===== config.mk =====
export PLATFORM = sky130hd
export DESIGN_NAME = net_resolve_bank
export DESIGN_NICKNAME = d
export VERILOG_FILES = /design/src/rtl/net_resolve_bank.sv
export SDC_FILE = /design/constraint.sdc
export NUM_CORES = 1
export LEC_CHECK = 0
export CAP_MARGIN = 20
export CORE_AREA = 2 2 166 168
export DETAILED_ROUTE_END_ITERATION = 8
export DIE_AREA = 0 0 168 170
export DONT_BUFFER_PORTS = 1
export GPL_ROUTABILITY_DRIVEN = 0
export PLACE_DENSITY = 0.47
export SLEW_MARGIN = 20
export SYNTH_ARGS = -nofsm -noshare
export SYNTH_HDL_FRONTEND = slang
export SYNTH_SLANG_ARGS = --single-unit

===== constraint.sdc =====
create_clock -name clk -period 3.8 [get_ports clk]
set_clock_uncertainty 0.05 [all_clocks]
set_input_delay 1.14 -clock clk [delete_from_list [all_inputs] [get_ports clk]]
set_output_delay 1.14 -clock clk [all_outputs]
set_load 0.01 [all_outputs]

===== src/rtl/net_resolve_bank.sv =====
// rtl/net_resolve_bank.sv - clocked bank of resolved 4-state nets (tri/wand/wor/trireg) with contention counting
//
// Ports:
//   clk, rst        rising-edge clock, synchronous active-high reset
//   drv_en          per channel/driver/bit enable (channel-major, then driver, then bit)
//   drv_val, drv_x  driven value, and X override per driver bit
//   clr_cnt         per-channel clear of the conflict counter
//   out_v/x/z       registered resolved value, X flag, Z flag per channel bit
//   conflict        registered per-channel 0/1 fight flag
//   conflict_cnt    per-channel saturating count of conflict cycles
module net_resolve_bank #(
  parameter int NUM_CH       = 4,
  parameter int WIDTH        = 8,
  parameter int NUM_DRV      = 3,
  parameter int RES_MODE     = 0,
  parameter int PULL         = 0,
  parameter int DECAY_CYCLES = 15,
  parameter int CNT_W        = 8
) (
  input  logic                             clk,
  input  logic                             rst,
  input  logic [NUM_CH*NUM_DRV*WIDTH-1:0]  drv_en,
  input  logic [NUM_CH*NUM_DRV*WIDTH-1:0]  drv_val,
  input  logic [NUM_CH*NUM_DRV*WIDTH-1:0]  drv_x,
  input  logic [NUM_CH-1:0]                clr_cnt,
  output logic [NUM_CH*WIDTH-1:0]          out_v,
  output logic [NUM_CH*WIDTH-1:0]          out_x,
  output logic [NUM_CH*WIDTH-1:0]          out_z,
  output logic [NUM_CH-1:0]                conflict,
  output logic [NUM_CH*CNT_W-1:0]          conflict_cnt
);

  localparam int NB = NUM_CH * WIDTH;
  localparam int DW = (DECAY_CYCLES < 1) ? 1 : $clog2(DECAY_CYCLES + 1);
  localparam logic [DW-1:0] DMAX = DW'(DECAY_CYCLES);
  localparam logic IS_TRIREG = (RES_MODE == 3);
  // Reset outputs mirror the "no driver" resolution of the configured net type.
  localparam logic RST_X = IS_TRIREG;
  localparam logic RST_Z = !IS_TRIREG && (PULL == 0);
  localparam logic RST_V = (PULL == 2);

  generate
    if (PULL != 0 && RES_MODE == 3) begin : g_err_pull
      $error("net_resolve_bank: PULL must be 0 when RES_MODE is TRIREG");
    end
    if (NUM_DRV < 1) begin : g_err_drv
      $error("net_resolve_bank: NUM_DRV must be at least 1");
    end
  endgenerate

  logic [NB-1:0]          hold_v, hold_x;
  logic [NB-1:0]          nxt_v, nxt_x, nxt_z, nxt_hv, nxt_hx;
  logic [NUM_CH*DW-1:0]   dcnt, nxt_dcnt;
  logic [NUM_CH-1:0]      nxt_conf;
  logic [NUM_CH*CNT_W-1:0] nxt_cnt;

  always_comb begin
    logic any0, any1, anyx, rv, rx, rz, conf, active, decay;
    logic [DW-1:0] dc, dn;
    logic [CNT_W-1:0] cc;
    int idx;
    nxt_v    = '0;
    nxt_x    = '0;
    nxt_z    = '0;
    nxt_hv   = hold_v;
    nxt_hx   = hold_x;
    nxt_dcnt = dcnt;
    nxt_conf = '0;
    nxt_cnt  = conflict_cnt;
    any0 = 1'b0; any1 = 1'b0; anyx = 1'b0;
    rv = 1'b0; rx = 1'b0; rz = 1'b0;
    conf = 1'b0; active = 1'b0; decay = 1'b0;
    dc = '0; dn = '0; cc = '0; idx = 0;
    for (int ch = 0; ch < NUM_CH; ch++) begin
      // Decay timer restarts whenever anything on the channel is driven.
      active = |drv_en[ch*NUM_DRV*WIDTH +: NUM_DRV*WIDTH];
      dc = dcnt[ch*DW +: DW];
      if (active)         dn = '0;
      else if (dc >= DMAX) dn = DMAX;
      else                dn = dc + 1'b1;
      nxt_dcnt[ch*DW +: DW] = dn;
      decay = (DECAY_CYCLES != 0) && (dn == DMAX);
      conf = 1'b0;
      for (int b = 0; b < WIDTH; b++) begin
        any0 = 1'b0; any1 = 1'b0; anyx = 1'b0;
        for (int d = 0; d < NUM_DRV; d++) begin
          idx = (ch * NUM_DRV + d) * WIDTH + b;
          if (drv_en[idx]) begin
            if (drv_x[idx])        anyx = 1'b1;
            else if (drv_val[idx]) any1 = 1'b1;
            else                   any0 = 1'b1;
          end
        end
        conf = conf | (any0 & any1);
        rv = 1'b0; rx = 1'b0; rz = 1'b0;
        if (!(any0 || any1 || anyx)) begin
          rz = 1'b1;
        end else if (RES_MODE == 1) begin
          if (any0)      rv = 1'b0;
          else if (anyx) rx = 1'b1;
          else           rv = 1'b1;
        end else if (RES_MODE == 2) begin
          if (any1)      rv = 1'b1;
          else if (anyx) rx = 1'b1;
          else           rv = 1'b0;
        end else begin
          if (anyx || (any0 && any1)) rx = 1'b1;
          else                        rv = any1;
        end
        idx = ch * WIDTH + b;
        if (IS_TRIREG) begin
          if (!rz) begin
            nxt_hv[idx] = rv;
            nxt_hx[idx] = rx;
          end else if (decay) begin
            nxt_hv[idx] = 1'b0;
            nxt_hx[idx] = 1'b1;
          end
          nxt_v[idx] = nxt_hx[idx] ? 1'b0 : nxt_hv[idx];
          nxt_x[idx] = nxt_hx[idx];
        end else begin
          if (rz && PULL != 0) begin
            nxt_v[idx] = (PULL == 2);
          end else begin
            nxt_v[idx] = rv;
            nxt_x[idx] = rx;
            nxt_z[idx] = rz;
          end
        end
      end
      nxt_conf[ch] = conf;
      cc = conflict_cnt[ch*CNT_W +: CNT_W];
      if (clr_cnt[ch])        cc = '0;
      else if (conf && !(&cc)) cc = cc + 1'b1;
      nxt_cnt[ch*CNT_W +: CNT_W] = cc;
    end
  end

  always_ff @(posedge clk) begin
    if (rst) begin
      out_v        <= {NB{RST_V}};
      out_x        <= {NB{RST_X}};
      out_z        <= {NB{RST_Z}};
      conflict     <= '0;
      conflict_cnt <= '0;
      dcnt         <= '0;
      hold_v       <= '0;
      hold_x       <= '1;
    end else begin
      out_v        <= nxt_v;
      out_x        <= nxt_x;
      out_z        <= nxt_z;
      conflict     <= nxt_conf;
      conflict_cnt <= nxt_cnt;
      dcnt         <= nxt_dcnt;
      hold_v       <= nxt_hv;
      hold_x       <= nxt_hx;
    end
  end

endmodule


==> summary.md <==
| Metric | Value |
|---|---|
| Outcome | `complete, no violations` |
| Antenna diodes | `0` |
| Residual DRC count | `0` |
| Top Usage Layer GRT | `met2` |
| Fillers | `approximately 2800` |
| Most frequent cell after synthesis | `dfxtp_1` |
| Initial detailed-routing violation count | `about 660` |
| Die height | `approximately 170 um` |
| IO Count | `426` |
| Grt met3 use | `0.0802` |
| M2 GR Usage | `0.287` |
| Max-cap viol count | `0` |
| 1st-pass router iterations | `7` |
| Die footprint | `about 0.029 mm^2` |
| Max Clock Freq | `~0.35 GHz` |
| Worst setup SP type | `input pin` |
| PortBufs | `0` |
| CTS tree | `built` |
| Sequential element share of the synthesized area | `0.348` |
| CTS Hold Bufs | `0` |
| Post-CTS resize count | `0` |
| Top FF cell, synth | `dfxtp_1` |
| Synth Area per Inst | `8.68 um^2` |
| Post-Route WL | `roughly 26 mm` |
| Hold Vio Cnt, Final | `0` |
| Yosys top cell area share | `0.348` |
| Half-perimeter wire length after placement | `20.8 mm` |
| Synth top cells by count | `dfxtp_1, nand2b_1, a21oi_1, nor2_1, nor2b_1` |
| HP Class | `reg -> reg` |
| Post-CTS Setup Repair Bufs | `0` |
| Setup violators final | `0` |
| Tcrit/Tclk final | `0.755` |
| Routed via count | `around 7400` |
| Most area-consuming cells after synthesis | `dfxtp_1, nand2b_1, a222oi_1` |
| Initial antenna violation count | `0` |
| Crit path max fanout | `12` |
| Mapped Cells | `874` |
| Crit Path Class | `in -> reg` |
| Min Tclk post-route | `approximately 2.9 ns` |
| CP endpoint kind | `flop` |
| Worst vdd ir | `around 0.22 mV` |
| Core footprint | `0.0267 mm^2` |
| Asr flop ratio synth | `0` |
| Syn. warnings | `0` |
| Aggregate global-route resource usage | `0.172` |
| Clk sinks | `about 130` |
| Worst-skew pair later-pin latency | `0.42 ns` |
| Fin Setup TNS | `0 ns` |
| Power per standard cell area | `about 440 mW/mm^2` |
| Starting Density | `0.285` |
| Post-synth EDFFs | `0` |
| Number of H-tree levels | `4` |
| Mapped cell area | `between 0.007 and 0.008 mm^2` |
| Layout Nets | `roughly 1200` |
| CTS max path bufs | `2` |
| Area grow syn2layout | `12.6%` |
| Fin util | `0.321` |
| Site row count | `60` |
| Number of global-route vias before repair | `6853` |
| Routed Antenna Nets | `0` |
| Worst-Margin Slew | `0.698 ns` |
| Share of layout cells above drive strength 1 | `0.0608` |
| Syn nets | `1172` |
| Die width | `roughly 170 um` |
| RSZ-0062 raised after global routing | `false` |
| Total gr overflow | `0` |
| Largest net degree at the start of global routing | `about 110` |
| Netlist cell types | `between 50 and 60` |
| Routed wire per std cell | `~21 um` |
| First-pass GRT wire length | `around 38 mm` |
| Worst Path Arrival | `between 3 and 4 ns` |
| Synthesis-stage register bit count | `~130` |
| Met1 Use GR | `0.191` |
| Vias/cell | `around 6` |
| Worst Path Required | `roughly 4.1 ns` |
| Yosys top cell by area | `dfxtp_1` |
| Relative slew slack | `0.535` |
| Root buffer cell | `clkbuf_16` |
| Clk slew on worst S/H paths | `approximately 0.07 ns` |
| Fin. max-slew vios | `0` |
| Total CTS buffers | `17` |
| Static Leak | `between 3 and 4 nW` |
worst max-delay path, cell delays in order:
cell,delay (ns)
nand2b_1,0.15
o221a_2,0.27
o31ai_1,0.49
or4b_4,0.27
o21ai_2,0.16
or4_1,0.53
a21oi_1,0.14
sequential cells by signal (all words and copies together) (netlist names):
signal and cells:
out_z 32, conflict 4, conflict_cnt 32, out_v 32, out_x 32
final cells by class:
type / count / area, um^2 / share of cell area
flip-flops and latches: 132 / 2640 / 0.309
well taps: 341 / 427 / 0.0499
inverters: 36 / 135 / 0.0158
multi-input cells: 687 / 4720 / 0.552
clock buffers: 19 / 443 / 0.0518
repair buffers: 1 / 7.51 / 0.000878
clock inverters: 13 / 171 / 0.0201
stage by stage:
stage | worst slack (ns) | instances | area [um^2] | hold slack (ns) | power (mW)
floorplan | 0.924 | 874 | 7590 | 0.452 | 1.97
global placement | 0.296 | 1197 | 7930 | 0.484 | 2.06
detailed placement | 0.299 | 1197 | 7930 | 0.499 | 2.06
CTS | 0.747 | 1229 | 8550 | 0.509 | 3.86
global route | 0.648 | 1229 | 8550 | 0.537 | 3.97
finish | 0.933 | 1229 | 8550 | 0.501 | 3.78
where the power goes:
group / total (mW) / internal, mW / switching (mW)
sequential: 1.57 / 1.47 / 0.0996
combinational: 0.452 / 0.217 / 0.235
clock: 1.76 / 1.06 / 0.700
total: 3.78 / 2.75 / 1.04
cell families (layout without fill, tap and decap cells):
| logic type | Yosys count | after routing | share of synthesized area |
|---|---|---|---|
| and+or+nand+nor | 363 | 363 | 0.281 |
| AOI/OAI and AO/OA | 294 | 294 | 0.304 |
| DFF | 132 | 132 | 0.348 |
| buffers and inverters | 55 | 69 | 0.0295 |
| xor gates and xnor gates | 23 | 23 | 0.0265 |
| adders and majority gates | 4 | 4 | 0.00660 |
| muxes | 3 | 3 | 0.00396 |
placed cells by master (no fill, tap or decap), types with 5 or more instances in the layout:
cell type,count
a31oi_1,10
a222oi_1,31
a221o_1,10
nand3_1,41
o21ai_0,15
nand3b_1,28
or3_1,14
o31ai_1,11
nor2b_1,44
inv_1,36
nor3_1,10
xnor2_1,10
inv_6,5
o221ai_1,32
o21ai_1,8
o221a_2,5
xor2_1,13
o32ai_1,10
nor2_1,48
o211ai_1,17
a22oi_1,23
a21oi_1,49
nand2b_1,97
a2111oi_0,8
nor4_1,11
nor4b_1,14
o21bai_1,14
clkbuf_16,17
dfxtp_1,132
nand2_1,25
or2_2,5
a221oi_1,14
and3_1,9
a41o_1,18
nand4_1,8
path summary, 6_finish.rpt:
check / start / end / slack, ns / cells after the start
max: drv_x[62] / conflict_cnt[23]$_SDFFE_PP0P_ / 0.93 / 7
max reg2reg: conflict_cnt[16]$_SDFFE_PP0P_ / conflict_cnt[23]$_SDFFE_PP0P_ / 1.86 / 6
min: conflict_cnt[14]$_SDFFE_PP0P_ / conflict_cnt[14]$_SDFFE_PP0P_ / 0.50 / 2
min reg2reg: conflict_cnt[14]$_SDFFE_PP0P_ / conflict_cnt[14]$_SDFFE_PP0P_ / 0.50 / 2
per-layer routing:
layer / vias to the layer above / wire, um
li1: 3465 / -
met2: 385 / 12400
met3: 46 / 2920
met1: 3459 / 10100
met4: 0 / 609
met5: - / 0
Power figures use the tool's default switching activity.
==> RTL change 1 (same flow settings) <==
`CNT_W`: 8 -> 12.
--- a/src/rtl/net_resolve_bank.sv
+++ b/src/rtl/net_resolve_bank.sv
@@ -15,7 +15,7 @@
   parameter int RES_MODE     = 0,
   parameter int PULL         = 0,
   parameter int DECAY_CYCLES = 15,
-  parameter int CNT_W        = 8
+  parameter int CNT_W        = 12
 ) (
   input  logic                             clk,
   input  logic                             rst,
Interface: changed (resized conflict_cnt); port bits go from 426 to 442. The function was not compared with the original's and may differ.
==> RTL change 1 against the original RTL <==
  * Via count grew 4.4%
  * Worst setup slack gained 0.17 ns
  * Core utilization grew 2.2 points
  * Total power grew 3.2%
  * Cell count grew 6.3%
  * Design area grew 7.0%
  * Wire length grew 7.8%
  * Area after synthesis grew 8.7%
  * Global-route usage grew 1.7 points
  * Register-to-register slack lost 0.20 ns
  * Sequential cell count grew 16
==> RTL change 1: results (changes against the original RTL) <==
Via density=5.88 (was 5.98); synth cell count leaders=dfxtp_1 (148), nand2b_1 (92), nand3_1 (64) (was dfxtp_1 (132), nand2b_1 (97), a21oi_1 (49)); Crit-path slowest cell=o21ai_4 (was or4_1); share of cells above drive strength 1=0.0725 (was 0.0608); post-synthesis adder-cell area fraction=0.00607 (was 0.00660); DR iter-0 viols=445 (was 657); max incr delay on CP=0.56 ns (was 0.53 ns); Post-Syn Nets=1251 (was 1172); HPWL after detailed placement=22700 um (was 20800 um); status=finished clean (unchanged); worst vdd ir=0.215 mV (was 0.221 mV); CTS resizes=0 (unchanged); Num CTS Buffers=17 (unchanged); first-pass GRT wire length=41900 um (was 38400 um); Global Route Usage Sum=0.189 (was 0.172); CP max FO=19 (was 12); static leakage=3.24 nW (was 3.01 nW); Synth Area in XOR/XNOR=0.0177 (was 0.0266); compound-cell area share of the yosys netlist=0.276 (was 0.304); Synth top area share=0.359 (was 0.348); DRT Pass-1 Iters=7 (unchanged); Distinct cells, synth=54 (was 52); maximum number of pins on one net before global-route repair=109 (was 108); root buf cell=clkbuf_16 (unchanged); mux share of post-synthesis cell area=0.00121 (was 0.00396); CP arrival=3.00 ns (was 3.16 ns); Total Wirelength=28000 um (was 26000 um); top post-synthesis cells by area=dfxtp_1 (36%), nand2b_1 (7.0%), nand3b_1 (4.6%), a222oi_1 (3.9%), nand3_1 (3.9%) (was dfxtp_1 (35%), nand2b_1 (8.0%), a222oi_1 (4.1%), o221ai_1 (3.7%), nor2b_1 (3.6%)); sequential area share after synthesis=0.359 (was 0.348); vias in the first global route=7492 (was 6853); Slew @ Worst Pin=0.605 ns (was 0.698 ns)
==> RTL change 1: changes by cell type after synthesis, moves of 12 or more <==
cell | unedited run | this run
a21oi_2 | 0 | 12
dfxtp_1 | 132 | 148
nand2_1 | 25 | 39
nand3_1 | 41 | 64
nand3b_1 | 28 | 51
nor2b_1 | 44 | 21
o211ai_1 | 17 | 35
==> RTL change 1: final cells by class <==
cell class,instances,area [sq um]
inverter,42,158
fill,2769,17500
multi-input combinational,741,5000
timing repair buffer,2,15.0
clock buffer,22,454
tap,341,427
sequential,148,2960
clock inverter,10,124
==> RTL change 1: path summary, 6_finish.rpt <==
check	start	endpoint	slack (ns)	cells after the start
worst max-delay path	drv_en[34]	conflict_cnt[15]$_SDFFE_PP0P_	1.11	7
worst min-delay path	conflict_cnt[17]$_SDFFE_PP0P_	conflict_cnt[17]$_SDFFE_PP0P_	0.49	2
worst max register to register	conflict_cnt[17]$_SDFFE_PP0P_	conflict_cnt[16]$_SDFFE_PP0P_	1.66	7
worst min register to register	conflict_cnt[17]$_SDFFE_PP0P_	conflict_cnt[17]$_SDFFE_PP0P_	0.49	2
==> RTL change 1: worst register-to-register path, cell delays in order (launching register included) <==
cell and delay (ns):
dfxtp_1 0.37, and3_1 0.24, and3_1 0.22, and3_1 0.23
nand3_1 0.19, o21ai_4 0.20, or4_1 0.51, nand2_1 0.07
==> RTL change 1: cells by family (layout without fill, tap and decap cells) <==
| kind of cell | count (synthesis) | in the layout |
|---|---|---|
| simple gates | 426 | 426 |
| flops | 148 | 148 |
| compound gates | 295 | 295 |
| buf+inv | 64 | 76 |
| mux | 1 | 1 |
| xor+xnor | 15 | 15 |
| fa+ha+maj | 4 | 4 |
==> RTL change 1: per-layer routing <==
metal | part of all wire | wire [um] | vias up | global-route usage
li1 | - | - | 3716 | -
met1 | 0.37 | 10300 | 3562 | 0.195
met2 | 0.48 | 13500 | 348 | 0.325
met3 | 0.11 | 3000 | 56 | 0.0860
met4 | 0.042 | 1180 | 0 | 0.0941
met5 | 0 | 0 | - | 0
==> RTL change 1: metrics by stage <==
stage	cell area, sq um	worst slack (ns)	hold slack, ns	cells
final	9140	1.11	0.494	1306
after global routing	9140	0.960	0.520	1306
after CTS	9140	1.06	0.503	1306
after detailed placement	8560	0.607	0.493	1274
after global placement	8560	0.594	0.486	1274
after floorplan	8250	1.04	0.450	953
==> RTL change 1: where the power goes <==
part | switching, mW | internal (mW) | total (mW)
clock | 0.699 | 0.991 | 1.69
sequential | 0.101 | 1.64 | 1.74
combinational | 0.268 | 0.210 | 0.478
==> RTL change 2 (same flow settings) <==
Without the edit above. Reset style: asynchronous (`rst`), changed in one clocked block. Comments in the files are not updated.
--- a/src/rtl/net_resolve_bank.sv
+++ b/src/rtl/net_resolve_bank.sv
@@ -136,7 +136,7 @@
     end
   end
 
-  always_ff @(posedge clk) begin
+  always_ff @(posedge clk or posedge rst) begin
     if (rst) begin
       out_v        <= {NB{RST_V}};
       out_x        <= {NB{RST_X}};
Check against the original RTL: not equivalent (a bounded check fails within 4 cycles, from zero or initial values and one cycle with rst high; the reset may be asserted at any time).
==> RTL change 2 against the original RTL <==
  * Total power is 1.6% higher
  * Count of clock-buffer cells in the layout stayed put
  * Non-clock buffer count is 2 higher
  * Sequential cell count stayed put
  * Wire length is 10% lower
  * Register-to-register slack worse by 0.19 ns
  * Die area stayed put
  * Worst setup slack better by 0.16 ns
  * Sequential power is 6% higher
  * Via count is 12% lower
  * Cell count is 7.1% lower
  * Area after synthesis is 2.6% higher
  * Design area is 3.2% higher
  * Critical path type unchanged
==> RTL change 2: results (changes against the original RTL) <==
via count=6459 (was 7355); R2R cell count=7 (was 6); reg2reg start=conflict_cnt[16]$_DFFE_PP0P_ (was conflict_cnt[16]$_SDFFE_PP0P_); Slew headroom=0.620 (was 0.535); worst hold slack=0.578 ns (was 0.501 ns); synth cell count leaders=dfrtp_1 (100), nand2b_1 (55), nor2b_1 (52) (was dfxtp_1 (132), nand2b_1 (97), a21oi_1 (49)); worst vdd ir=0.215 mV (was 0.221 mV); final worst setup slack=1.09 ns (was 0.933 ns); Global Route Usage Sum=0.156 (was 0.172); DR iter-0 viols=469 (was 657); met3 usage=0.0726 (was 0.0802); share of cells above drive strength 1=0.115 (was 0.0608); dpl ws=0.580 ns (was 0.299 ns); asr flop ratio synth=1.00 (was 0); max incr delay on CP=0.45 ns (was 0.53 ns); Distinct cells, synth=77 (was 52); vias in the first global route=6431 (was 6853); CP max FO=11 (was 12); cell family with most CP delay=simple AND/OR/NAND/NOR gates (was compound AO/OA/AOI/OAI gates); status=finished clean (unchanged); maximum number of pins on one net before global-route repair=89 (was 108); ys flop type=dfrtp_1 (was dfxtp_1); routed wl met3=2510 um (was 2920 um); CP arrival=2.95 ns (was 3.16 ns); dpl cell area=0.00821 sq mm (was 0.00793 sq mm); footprint of the multi-input gates=0.00430 sq mm (was 0.00472 sq mm); syn_area_per_cell=10.1 sq um (was 8.68 sq um); Total Wirelength=23300 um (was 26000 um); grt met2 use=0.276 (was 0.287)
## RTL change 2: power groups by stage
stage	Clock (mW)	Sequential, mW	Combinational [mW]
2_1_floorplan	0	1.64	0.370
3_3_place_gp	0	1.69	0.439
3_5_place_dp	0	1.68	0.441
4_1_cts	1.83	1.66	0.442
5_1_grt	1.88	1.67	0.493
6_report	1.75	1.66	0.433
## RTL change 2: logic make-up after synthesis
logic type	synth area share
buffers and inverters	0.0180
adder cells (fa/ha/maj)	0.00643
flip-flops	0.429
multiplexers	0.0170
AO/OA/AOI/OAI	0.198
XOR/XNOR	0.0225
AND/OR/NAND/NOR	0.309
## RTL change 2: cell type report
cell class / instances / area share
Clock inverter: 13 / 0.0210
Multi-Input combinational cell: 609 / 0.488
Clock buffer: 19 / 0.0491
Inverter: 25 / 0.0111
Tap cell: 341 / 0.0483
Timing Repair Buffer: 3 / 0.00397
Sequential cell: 132 / 0.379
